[src/rtl/game_pkg.sv]
// Shared definitions for the whack-a-mole game flow controller.
//   game_state_t : sequencer state encoding, also driven out on o_state
//   SCORE_W      : width of the score bus
//   SEC_W        : width of the remaining-seconds bus
//   MS_PER_S     : ms ticks per lead-in second
package game_pkg;

    typedef enum logic [1:0] {
        ST_IDLE   = 2'd0,
        ST_LEADIN = 2'd1,
        ST_PLAY   = 2'd2,
        ST_OVER   = 2'd3
    } game_state_t;

    localparam int SCORE_W  = 8;
    localparam int SEC_W    = 5;
    localparam int MS_PER_S = 1000;

endpackage

[src/rtl/ms_tick_gen.sv]
// Millisecond prescaler: tick pulses once every MS_DIV clk cycles.
//   clk, rst_n : clock, async active-low reset
//   clr        : high in the first cycle of a new sequencer state
//   tick       : one-cycle ms pulse
// The cycle carrying clr counts as count 0, so the period restarts exactly
// at the edge where the state changed and the first tick of a state lands
// MS_DIV-1 cycles after entry.
module ms_tick_gen #(
    parameter int MS_DIV = 100000
) (
    input  logic clk,
    input  logic rst_n,
    input  logic clr,
    output logic tick
);

    localparam int CNT_W = (MS_DIV > 1) ? $clog2(MS_DIV) : 1;

    logic [CNT_W-1:0] cnt;
    logic [CNT_W-1:0] cnt_eff;

    assign cnt_eff = clr ? '0 : cnt;
    assign tick    = (cnt_eff == CNT_W'(MS_DIV - 1));

    always_ff @(posedge clk or negedge rst_n) begin
        if (!rst_n) begin
            cnt <= '0;
        end else if (tick) begin
            cnt <= '0;
        end else begin
            cnt <= cnt_eff + 1'b1;
        end
    end

endmodule

[src/rtl/game_sequencer.sv]
// Whack-a-mole game flow controller: idle, lead-in countdown, play, game over.
//   clk, rst_n       : clock, async active-low reset
//   i_start          : debounced centre-button pulse
//   i_game_over      : level from the countdown timer
//   i_guess_correct  : pulse from score evaluation
//   i_score          : current score
//   i_seconds        : remaining game seconds
//   o_restart_game   : one-cycle restart pulse on the first PLAY cycle
//   o_play_en        : high while in PLAY
//   o_mole_timeout   : one-cycle pulse when the mole window expires unhit
//   o_state          : current state
//   o_high_score     : best score since reset
//   o_new_record     : last finished game beat the high score
//   o_disp_value     : value for the seven-segment digit split
//
// state     | meaning
// ST_IDLE   | waiting for start, display shows high score
// ST_LEADIN | LEADIN_S second countdown before play, start ignored
// ST_PLAY   | game running, mole window timed, start aborts to lead-in
// ST_OVER   | game finished, final score shown, start begins a new lead-in
module game_sequencer
    import game_pkg::*;
#(
    parameter int MS_DIV      = 100000,
    parameter int LEADIN_S    = 3,
    parameter int WIN_MAX_MS  = 1500,
    parameter int WIN_MIN_MS  = 400,
    parameter int WIN_STEP_MS = 100
) (
    input  logic               clk,
    input  logic               rst_n,
    input  logic               i_start,
    input  logic               i_game_over,
    input  logic               i_guess_correct,
    input  logic [SCORE_W-1:0] i_score,
    input  logic [SEC_W-1:0]   i_seconds,
    output logic               o_restart_game,
    output logic               o_play_en,
    output logic               o_mole_timeout,
    output logic [1:0]         o_state,
    output logic [SCORE_W-1:0] o_high_score,
    output logic               o_new_record,
    output logic [7:0]         o_disp_value
);

    game_state_t state;
    logic [3:0]  leadin_cnt;
    logic [9:0]  ms_cnt;
    logic [10:0] win_cnt;
    logic [1:0]  play_cyc;
    logic        state_entry;
    logic        ms_tick;
    logic [31:0] win_prod;
    logic [10:0] win_load;

    assign o_state = state;

    ms_tick_gen #(.MS_DIV(MS_DIV)) u_ms_tick (
        .clk   (clk),
        .rst_n (rst_n),
        .clr   (state_entry),
        .tick  (ms_tick)
    );

    // Window shrinks with score; compare before subtracting so a large
    // score saturates at the floor instead of wrapping.
    always_comb begin
        win_prod = 32'(WIN_STEP_MS) * 32'(i_score);
        if (win_prod >= 32'(WIN_MAX_MS - WIN_MIN_MS)) begin
            win_load = 11'(WIN_MIN_MS);
        end else begin
            win_load = 11'(WIN_MAX_MS) - win_prod[10:0];
        end
    end

    always_ff @(posedge clk or negedge rst_n) begin
        if (!rst_n) begin
            state          <= ST_IDLE;
            leadin_cnt     <= '0;
            ms_cnt         <= '0;
            win_cnt        <= '0;
            play_cyc       <= '0;
            state_entry    <= 1'b0;
            o_restart_game <= 1'b0;
            o_play_en      <= 1'b0;
            o_mole_timeout <= 1'b0;
            o_high_score   <= '0;
            o_new_record   <= 1'b0;
            o_disp_value   <= '0;
        end else begin
            state_entry    <= 1'b0;
            o_restart_game <= 1'b0;
            o_mole_timeout <= 1'b0;

            case (state)
                ST_IDLE: begin
                    if (i_start) begin
                        state       <= ST_LEADIN;
                        leadin_cnt  <= 4'(LEADIN_S);
                        ms_cnt      <= '0;
                        state_entry <= 1'b1;
                    end
                end

                ST_LEADIN: begin
                    if (ms_tick) begin
                        if (ms_cnt == 10'(MS_PER_S - 1)) begin
                            ms_cnt     <= '0;
                            leadin_cnt <= leadin_cnt - 4'd1;
                            if (leadin_cnt == 4'd1) begin
                                state          <= ST_PLAY;
                                state_entry    <= 1'b1;
                                o_restart_game <= 1'b1;
                                o_play_en      <= 1'b1;
                                win_cnt        <= win_load;
                                play_cyc       <= '0;
                            end
                        end else begin
                            ms_cnt <= ms_cnt + 10'd1;
                        end
                    end
                end

                ST_PLAY: begin
                    // game_over is still the previous game's level until the
                    // restart has propagated; trust it from the 3rd cycle.
                    if (play_cyc != 2'd2) begin
                        play_cyc <= play_cyc + 2'd1;
                    end
                    if (i_game_over && (play_cyc == 2'd2)) begin
                        state       <= ST_OVER;
                        state_entry <= 1'b1;
                        o_play_en   <= 1'b0;
                        if (i_score > o_high_score) begin
                            o_high_score <= i_score;
                            o_new_record <= 1'b1;
                        end else begin
                            o_new_record <= 1'b0;
                        end
                    end else if (i_start) begin
                        state       <= ST_LEADIN;
                        leadin_cnt  <= 4'(LEADIN_S);
                        ms_cnt      <= '0;
                        state_entry <= 1'b1;
                        o_play_en   <= 1'b0;
                    end else if (i_guess_correct) begin
                        win_cnt <= win_load;
                    end else if (ms_tick) begin
                        if (win_cnt <= 11'd1) begin
                            o_mole_timeout <= 1'b1;
                            win_cnt        <= win_load;
                        end else begin
                            win_cnt <= win_cnt - 11'd1;
                        end
                    end
                end

                ST_OVER: begin
                    if (i_start) begin
                        state        <= ST_LEADIN;
                        leadin_cnt   <= 4'(LEADIN_S);
                        ms_cnt       <= '0;
                        state_entry  <= 1'b1;
                        o_new_record <= 1'b0;
                    end
                end

                default: state <= ST_IDLE;
            endcase

            case (state)
                ST_IDLE:   o_disp_value <= o_high_score;
                ST_LEADIN: o_disp_value <= {4'b0, leadin_cnt};
                ST_PLAY:   o_disp_value <= {3'b0, i_seconds};
                default:   o_disp_value <= i_score;
            endcase
        end
    end

endmodule

[config.mk]
export PLATFORM = sky130hd
export DESIGN_NAME = game_sequencer
export DESIGN_NICKNAME = d
export VERILOG_FILES = /design/src/rtl/game_pkg.sv /design/src/rtl/ms_tick_gen.sv /design/src/rtl/game_sequencer.sv
export SDC_FILE = /design/constraint.sdc
export NUM_CORES = 1
export LEC_CHECK = 0
export CORE_MARGIN = 5
export CORE_UTILIZATION = 53
export DETAILED_ROUTE_END_ITERATION = 16
export HOLD_SLACK_MARGIN = 0.1
export PLACE_DENSITY = 0.85
export SETUP_SLACK_MARGIN = 0.4
export SLEW_MARGIN = 25
export SYNTH_ARGS = -nofsm -noshare
export SYNTH_HDL_FRONTEND = slang
export SYNTH_HIERARCHICAL = 1
export SYNTH_SLANG_ARGS = --single-unit
[constraint.sdc]
create_clock -name clk -period 3.33 [get_ports clk]
set_input_delay 0.666 -clock clk [delete_from_list [all_inputs] [get_ports clk]]
set_output_delay 0.666 -clock clk [all_outputs]
set_load 0.01 [all_outputs]
== Yosys cells after proc, flatten, opt, wreduce, memory -nomap -nowiden ==
Index checks and enable logic that the tools add are counted.
Word-level totals
  register bits after elaboration: 67
  input bits: 18
  output and inout port bits: 22
  word-level logic and storage cells: 110
Cells by class
  add/sub/neg operators: 6
  multiply operators: 1
  order comparisons: 3
  equality and inequality tests: 18
  multiplexer cells: 56
  reduce and logical (&&, ||, !) cells: 13
Operators with widths (number)
  $mux W11: 9
  $mux W10: 4
  $mux W17: 2
  $pmux W10 S3: 1
  $pmux W8 S3: 1
  $pmux W11 S2: 1
  $mux W1: 19
  $mux W2: 9
  $ne A2 B2 Y1 const B: 9
  $add A17 B1 Y17 const B: 1
  $eq A17 B17 Y1 const B: 1
  $mux W4: 4
  $ge A15 B11 Y1 const B: 1
  $mul A5 B8 Y13 const A: 1
  $pmux W4 S3: 1
  $reduce_and A3 Y1: 4
  $le A11 B1 Y1 const B: 1
  $sub A11 B1 Y11 const B: 1
  $sub A11 B11 Y11 const A: 1
  $add A10 B1 Y10 const B: 1
  $eq A10 B10 Y1 const B: 1
  $reduce_and A5 Y1: 2
  $gt A8 B8 Y1: 1
  $reduce_and A7 Y1: 1
  15 further kinds: 20

== Longest topological paths before layout ==
Gate-level depths: netlist of run 1.
  depth in word-level cells: 9
  gate-level depth with buffers: 15

== Modules after synthesis ==
Netlist of run 1, hierarchy kept.
Modules (own cells, without submodules)
  game_sequencer: instances 1, cells each 421, area an instance 3811.2 um2, seq. area each 1251.2 um2
  ms_tick_gen: instances 1, cells each 94, area an instance 942.2 um2, seq. area each 425.4 um2

== Least setup slack after synthesis of run 1 ==
Ideal clock, no wire load.
  kind: input -> register
  from: input i_score[2]
  to: register win_cnt[8]
  library setup time: 124 ps
  arrival: 3683 ps
  data required time: 3206 ps
  setup slack: -477 ps
  stages on the path: 12
  path buffers: 2
  cells stage by stage: ha_1 ha_1 fa_1 ha_1 buf_6 xor2_1 or3_1 a41oi_1 nand3_1 a2111o_1 buf_6 a211o_1
On the way
  word-level cells in the longest chain between the ends: 9
  elaborated cells between the ends (all ways): 13
  those cells by class: 1 x add/sub; 1 x mul; 1 x order compare; 10 x mux
RTL lines
  start: declaration: RTL line game_sequencer.sv:35  | input logic [SCORE_W-1:0] i_score,
  $mul A5 B8 Y13 (*): RTL line game_sequencer.sv:68  | win_prod = 32'(WIN_STEP_MS) * 32'(i_score);
  $ge A15 B11 Y1 / $sub A11 B11 Y11 (equally long branches): RTL line game_sequencer.sv:69, game_sequencer.sv:72
  $mux W11 (*): RTL line game_sequencer.sv:69  | if (win_prod >= 32'(WIN_MAX_MS - WIN_MIN_MS)) begin
  $mux W11: RTL line game_sequencer.sv:149  | if (win_cnt <= 11'd1) begin
  $mux W11: RTL line game_sequencer.sv:148  | end else if (ms_tick) begin
  $mux W11: RTL line game_sequencer.sv:146  | end else if (i_guess_correct) begin
  $mux W11: RTL line game_sequencer.sv:140  | end else if (i_start) begin
  $mux W11: RTL line game_sequencer.sv:130  | if (i_game_over && (play_cyc == 2'd2)) begin
  $pmux W11 S2 (*): RTL line game_sequencer.sv:95  | case (state)
  end signal: assignment: RTL line game_sequencer.sv:147  | win_cnt <= win_load;
  end signal: assignment: RTL line game_sequencer.sv:151  | win_cnt <= win_load;
  end signal: assignment: RTL line game_sequencer.sv:153  | win_cnt <= win_cnt - 11'd1;
  end: declaration: RTL line game_sequencer.sv:49  | logic [10:0] win_cnt;
Every way passes the cells marked *; elsewhere a longest branch is shown, timed or not. The select of a mux whose other input is x is not followed.
A chain may end at the register's enable or synchronous reset.

== Worst setup path after layout of run 1 ==
  from: input i_score[1]
  to: register win_cnt[8]
Same word-level chain as after synthesis.

==> out/results.txt, run 1 <==
Final Cycle Share = 102.7%
later-pin clock latency in the skew report = 350 ps
Max Root-Sink Buffers = 2
vias in the first global route = 4499
Root Buffer = clkbuf_8
Synth Area in Adders = 14.95%
number of CTS-inserted buffers = 9
Startpoint Class = input port
Core ar. = 8721 um2
Hold Crit Class = in -> async
post-route worst setup slack = -91.12 ps
DR WL/cell = 17.83 um
Sink Count = 67
Hold Violations, Final = 0
most frequent cells after synthesis = dfrtp_1, ha_1, nand2_1, nor2_1, o21ai_0
clock-pin slew on the worst setup and hold paths = 70 ps
Worst path most repeated cell = ha_4
Final ANT Viol Nets = 0
CP max-delay cell = fa_2
Vias = 4389
Synth Register Bits = 67
largest net degree at the start of global routing = 28
cell taking the most area after synthesis = dfrtp_1
CP bufs+invs = 2
Highest Clock Rate = 292.3 MHz
Crit. End Element = register
max_slew headroom = 53.83%
final WL = 12750 um
Initial Util = 54.51%
register area share after synthesis = 35.27%
sequential cell fraction of total power = 35.6%
grt total ovfl = 0
Top-Level Pins = 40
Fillers = 596
worst slew pin tran = 689.5 ps
Async SR Flop Fraction = 100.0%
crit-path max FO = 5
Worst R2R Start = u_ms_tick/cnt[0]
initial antenna violation count = 0
post-synthesis compound-gate area fraction = 18.11%
htree depth = 3
ys flop type = dfrtp_1
post-synth cell types = 73
Final setup viols = 9
R2R Setup Slk = 280 ps
Die Span X = 104.7 um
Worst R2R Path Depth = 11
worst reg2reg path endpoint = win_cnt[10]
slowest stage delay, CP = 600 ps
initial detailed-routing violation count = 321
unrepaired setup endpoints after global routing = yes
Synth Area in Simple Gates = 19.87%
ranking of synthesized cells by area = dfrtp_1, ha_1, o21ai_0, nand2_1, nor2_1
total of max-cap violations = 0
failing checks = setup timing
share of cells above drive strength 1 = 22.41%
Hold WS = 266.6 ps
# DRC = 0
Clock power frac = 32.7%
Post-Syn Instances = 515
fin crit period = 3421 ps
vias per inst = 6.138
worst endpoint required time = 3570 ps
top cell type's share of synthesized area = 35.27%
Critical Path, Cell by Cell = buf_12, ha_4, inv_4, ha_4, fa_2, ha_4, xor2_2, or3_1, a41oi_2, nand3_1, a2111o_1, a211o_1
drt pass-1 iters = 5
combinational family with the most area after synthesis = simple AND/OR/NAND/NOR gates
post-synthesis mux area share = 3.843%
global-route wire length before repair = 21140 um
Design Power = 0.002299 W
HPWL Detailed = 8756 um
synth warn = 6
Port Buffer Count = 39
Die Y = 104.7 um
area grow syn2layout = 30.27%
Critical Path AT = 3660 ps
post-synthesis cell area = 4753 um2
internal power = 0.001653 W
most frequent cell after synthesis = dfrtp_1
fin. max-slew vios = 0
Total GRT Usage = 23.32%
Post-Syn Nets = 588
TritonCTS clock tree = built
EDFF count, synth = 0
status = finished with violations
leakage = 2.731 nW
Comb power frac = 31.7%
full die area = 10960 um2
CP top delay family = adder cells
ANT cells = 0
Sw Share = 28.11%
nets@finish = 677
Syn Area/Cell = 9.230 um2
clock skew = 4.568 ps
GPL Wtd Cong = 0.8665
Worst VDD drop = 297.9 uV
num rows = 34
kind of critical path = in -> reg
cell area power density = 371.3 nW/um2
P_sw = 0.0006463 W
Synth Area in XOR/XNOR = 3.869%
-- flip-flops by register name (all words and copies together) (netlist names) --
name	cells
o_play_en	1
u_ms_tick/cnt	17
ms_cnt	10
play_cyc	2
o_high_score	8
o_disp_value	8
win_cnt	11
o_state	2
o_restart_game	1
leadin_cnt	4
state_entry	1
o_new_record	1
o_mole_timeout	1
-- placed cells by master (no fill, tap or decap), types with 3 or more instances in the layout --
| cell type | synthesis | final |
|---|---|---|
| fa_2 | 0 | 3 |
| a21oi_2 | 1 | 3 |
| nor2b_1 | 12 | 12 |
| clkbuf_8 | 0 | 11 |
| dfrtp_1 | 67 | 67 |
| nor2_1 | 38 | 37 |
| nand4_1 | 10 | 10 |
| mux2i_1 | 10 | 10 |
| a222oi_1 | 4 | 4 |
| o31ai_1 | 7 | 6 |
| clkdlybuf4s50_1 | 0 | 30 |
| nand3_1 | 16 | 14 |
| ha_1 | 52 | 30 |
| nor3_1 | 15 | 15 |
| xnor2_1 | 13 | 13 |
| o21ai_0 | 37 | 36 |
| nand2_1 | 44 | 43 |
| a21o_1 | 9 | 9 |
| and3_1 | 6 | 6 |
| a31oi_1 | 3 | 3 |
| nand2b_1 | 9 | 9 |
| a22oi_1 | 3 | 3 |
| buf_4 | 1 | 50 |
| a22o_1 | 3 | 3 |
| nor4_1 | 6 | 6 |
| xor2_1 | 8 | 7 |
| o21ai_1 | 3 | 3 |
| nand3_2 | 2 | 3 |
| ha_4 | 0 | 19 |
| ha_2 | 0 | 3 |
| o21a_1 | 3 | 3 |
| buf_6 | 2 | 4 |
| mux2_2 | 6 | 5 |
| a21oi_1 | 22 | 20 |
| inv_1 | 30 | 27 |
| o22ai_1 | 5 | 5 |
-- power groups by stage --
stage          registers (W)  logic, W  clock network (W)
2_1_floorplan       0.000834  0.000309                  0
4_1_cts             0.000818  0.000656           0.000760
5_1_grt             0.000817  0.000778           0.000803
3_3_place_gp        0.000833  0.000492                  0
3_5_place_dp        0.000833  0.000517                  0
6_report            0.000818  0.000728           0.000753
-- cell type report --
cell class,instances,area [um2],share of cell area (%)
clock inverters,2,60.06,0.9699
multi-input cells,403,3243,52.37
flip-flops and latches,67,1677,27.08
inverters,31,123.9,2.000
repair buffers,92,798.3,12.89
well taps,108,135.1,2.182
clock buffers,12,155.1,2.506
-- per-layer routing --
metal	part of all wire (%)	GRT usage, %
met1	39	28.43
met2	52	39.95
met3	5.9	3.699
met4	3.0	11.69
met5	0	0
-- worst max path at each step --
stage                    start         end  slack [ps]  depth (start not counted)
global route        i_score[6]  win_cnt[6]        -160                         13
global placement    i_score[2]  win_cnt[8]       -1020                         13
detailed placement  i_score[2]  win_cnt[8]       -1150                         13
CTS                 i_score[2]  win_cnt[4]         -90                         13
floorplan           i_score[3]  win_cnt[8]        -290                         12
finish              i_score[1]  win_cnt[8]         -90                         12
-- cell families after synthesis --
group,count (synthesis)
simple gates,179
compound gates,130
flops,67
fa+ha+maj,55
buf+inv,46
xor+xnor,21
mux,17
-- stage by stage --
stage          setup TNS (ps)  util, %  instances  worst slack, ps  instance area, um2
2_1_floorplan           -2092        -        515           -288.7                4827
3_3_place_gp            -8683    64.30        692            -1019                5608
3_5_place_dp            -9913    64.30        692            -1150                5608
4_1_cts                -237.1    70.20        713           -86.29                6122
5_1_grt                 -1236    71.00        715           -161.0                6192
6_report               -486.1    71.00        715           -91.12                6192
-- repair_timing --
item	CTS	global route
resized for setup	62	21
setup buffers	6	2
pin swaps	25	9
hold buffers	0	0
setup endpoints to repair	9	14
gates cloned	1	0
(Power assumes the default switching activity.)
==> run 2, diff against run 1 <==
- CAP_MARGIN: unset -> 20
==> results of run 2 <==
The final DEF is identical to that of run 1; final timing and power are the same.
==> run 3, diff against run 2 <==
- clock period: 3.33 -> 3.1 ns (I/O delays scaled with it)
==> run 3 against run 2 <==
Net effect: the flow still finishes with violations (setup timing); cell count up 0.84%; first-iteration DRC count down 14%; setup slack got worse by 180 ps; global-route usage grew 0.91 points; largest cell class unchanged; highest routed layer unchanged.
==> out/results.txt, run 3 (same netlist as run 1, synthesis figures left out) <==
Crit. End Element = register (unchanged)
Sw Share = 29.88% (was 28.11%)
global-route wire length before repair = 21980 um (was 21140 um)
Startpoint Class = input port (unchanged)
Clock power frac = 30.7% (was 32.7%)
Port Buffer Count = 39 (unchanged)
total of max-cap violations = 0 (unchanged)
Initial Util = 54.51% (unchanged)
Critical Path AT = 3630 ps (was 3660 ps)
full die area = 10960 um2 (unchanged)
most common cell after layout, fill and taps aside = dfrtp_1 (unchanged)
fin crit period = 3374 ps
Final ANT Viol Nets = 0 (unchanged)
P_sw = 0.0007206 W (was 0.0006463 W)
largest register by flop count = u_ms_tick/cnt (unchanged)
Vias = 4386 (was 4389)
Total GRT Usage = 24.23% (was 23.32%)
worst slew pin tran = 745.6 ps (was 689.5 ps)
grt total ovfl = 0 (unchanged)
vias in the first global route = 4572 (was 4499)
placed cell areas = 5649 um2 (was 5608 um2)
# DRC = 0 (unchanged)
GPL Wtd Cong = 0.8957 (was 0.8665)
Worst VDD drop = 273.7 uV (was 297.9 uV)
Max Root-Sink Buffers = 2 (unchanged)
share of cells above drive strength 1 = 23.98% (was 22.41%)
Largest register FFs = 17 (unchanged)
htree depth = 3 (unchanged)
crit path to = win_cnt[9] (was win_cnt[8])
Design Power = 0.002412 W (was 0.002299 W)
fin. max-slew vios = 0 (unchanged)
later-pin clock latency in the skew report = 350 ps (about the same)
R2R Setup Slk = 260 ps (was 280 ps)
Hold Crit Class = in -> async (unchanged)
commonest non-fill, non-tap cells in the layout = dfrtp_1, buf_4, nand2_1 (unchanged)
Sink Count = 67 (unchanged)
largest net degree at the start of global routing = 37 (was 28)
area occupied by multi-input gates = 3298 um2 (was 3243 um2)
Top-Level Pins = 40 (unchanged)
design area = 6277 um2 (was 6192 um2)
DR WL/cell = 17.98 um (was 17.83 um)
area grow syn2layout = 32.06% (was 30.27%)
Worst R2R Path Depth = 11 (unchanged)
failing checks = setup timing (unchanged)
worst reg2reg path endpoint = win_cnt[5] (was win_cnt[10])
max_slew headroom = 50.29% (was 53.83%)
Worst Setup SP = i_score[6] (was i_score[1])
final WL = 12970 um (was 12750 um)
Hold Violations, Final = 0 (unchanged)
Die Y = 104.7 um (unchanged)
kind of critical path = in -> reg (unchanged)
post-route worst setup slack = -273.8 ps (was -91.12 ps)
Root Buffer = clkbuf_8 (unchanged)
vias per inst = 6.083 (was 6.138)
internal power = 0.001691 W (was 0.001653 W)
Fillers = 586 (was 596)
initial detailed-routing violation count = 276 (was 321)
clock skew = 15.43 ps (was 4.568 ps)
crit-path max FO = 4 (was 5)
sequential cell area = 1677 um2 (unchanged)
nets@finish = 681 (was 677)
worst endpoint required time = 3350 ps (was 3570 ps)
hold buffer count at cts = 0 (unchanged)
Core ar. = 8721 um2 (unchanged)
Comb power frac = 32.9% (was 31.7%)
cell area power density = 384.2 nW/um2 (was 371.3 nW/um2)
Final setup viols = 9 (unchanged)
num rows = 34 (unchanged)
HPWL Detailed = 8801 um (was 8756 um)
TritonCTS clock tree = built (unchanged)
number of CTS-inserted buffers = 9 (unchanged)
sequential cell fraction of total power = 36.4% (was 35.6%)
initial antenna violation count = 0 (unchanged)
Worst R2R Start = state_entry (was u_ms_tick/cnt[0])
clock-pin slew on the worst setup and hold paths = 70 ps (about the same)
drt pass-1 iters = 6 (was 5)
Largest regs = u_ms_tick/cnt x17, win_cnt x11, ms_cnt x10 (unchanged)
ANT cells = 0 (unchanged)
Die Span X = 104.7 um (unchanged)
status = finished with violations (unchanged)
Highest Clock Rate = 296.4 MHz
Final Cycle Share = 108.8%
leakage = 2.753 nW (was 2.731 nW)
total negative slack = -2014 ps (was -486.1 ps)
unrepaired setup endpoints after global routing = yes (unchanged)
[run 3: how the worst min path moves through the flow]
stage	from	endpoint	slack, ps	cells after the start
floorplan	rst_n	leadin_cnt[0]	320	0
global placement	ms_cnt[8]	ms_cnt[8]	460	1
detailed placement	ms_cnt[8]	ms_cnt[8]	480	1
CTS	rst_n	o_disp_value[4]	340	1
global route	rst_n	u_ms_tick/cnt[8]	390	1
finish	rst_n	u_ms_tick/cnt[8]	340	1
[run 3: power groups by stage]
stage / combinational (W) / clock, W / sequential (W)
after floorplan: 0.000333 / 0 / 0.000895
after detailed placement: 0.000557 / 0 / 0.000895
after global placement: 0.000536 / 0 / 0.000895
final: 0.000793 / 0.000740 / 0.000878
after CTS: 0.000710 / 0.000752 / 0.000878
after global routing: 0.000857 / 0.000786 / 0.000878
[run 3: layout make-up]
class | count | share of cell area [%]
Multi-Input combinational cell | 403 | 52.54
Sequential cell | 67 | 26.71
Timing Repair Buffer | 96 | 13.43
Clock buffer | 10 | 2.193
Tap cell | 108 | 2.153
Inverter | 31 | 1.933
Clock inverter | 6 | 1.036
[run 3: critical path, cell delays in order]
cell and delay [ps]:
dlygate4sd2_1 270, buf_4 160, buf_4 160, fa_1 550, ha_4 230, xor2_2 150
or3_1 330, a41oi_2 160, nand3_1 140, buf_4 160, a2111o_1 450, o31ai_2 240
[run 3: through the flow]
step | instances | hold WS (ps) | utilization [%] | setup WS, ps
after floorplan | 515 | 324.4 | - | -472.7
after global placement | 694 | 463.0 | 64.78 | -1167
after detailed placement | 694 | 479.1 | 64.78 | -1260
after CTS | 718 | 344.3 | 70.92 | -246.0
after global routing | 721 | 387.1 | 71.98 | -351.7
final | 721 | 337.3 | 71.98 | -273.8
[run 3: timing repair]
| action | 4_1_cts | 5_1_grt |
|---|---|---|
| gates resized for setup | 63 | 16 |
| setup buffers | 7 | 3 |
| cloned | 1 | 0 |
| setup endpoints to repair | 15 | 17 |
| endpoints found under the hold margin | 0 | 0 |
| pin swaps | 25 | 15 |
[run 3: routing by layer]
metal,up-vias,GRT usage [%],part of all wire (%),wire length [um]
met5,-,0,0,0
met3,36,4.316,4.8,621
li1,2061,-,-,-
met4,0,11.78,3.7,475
met1,2143,28.78,41,5266
met2,146,42.22,51,6600
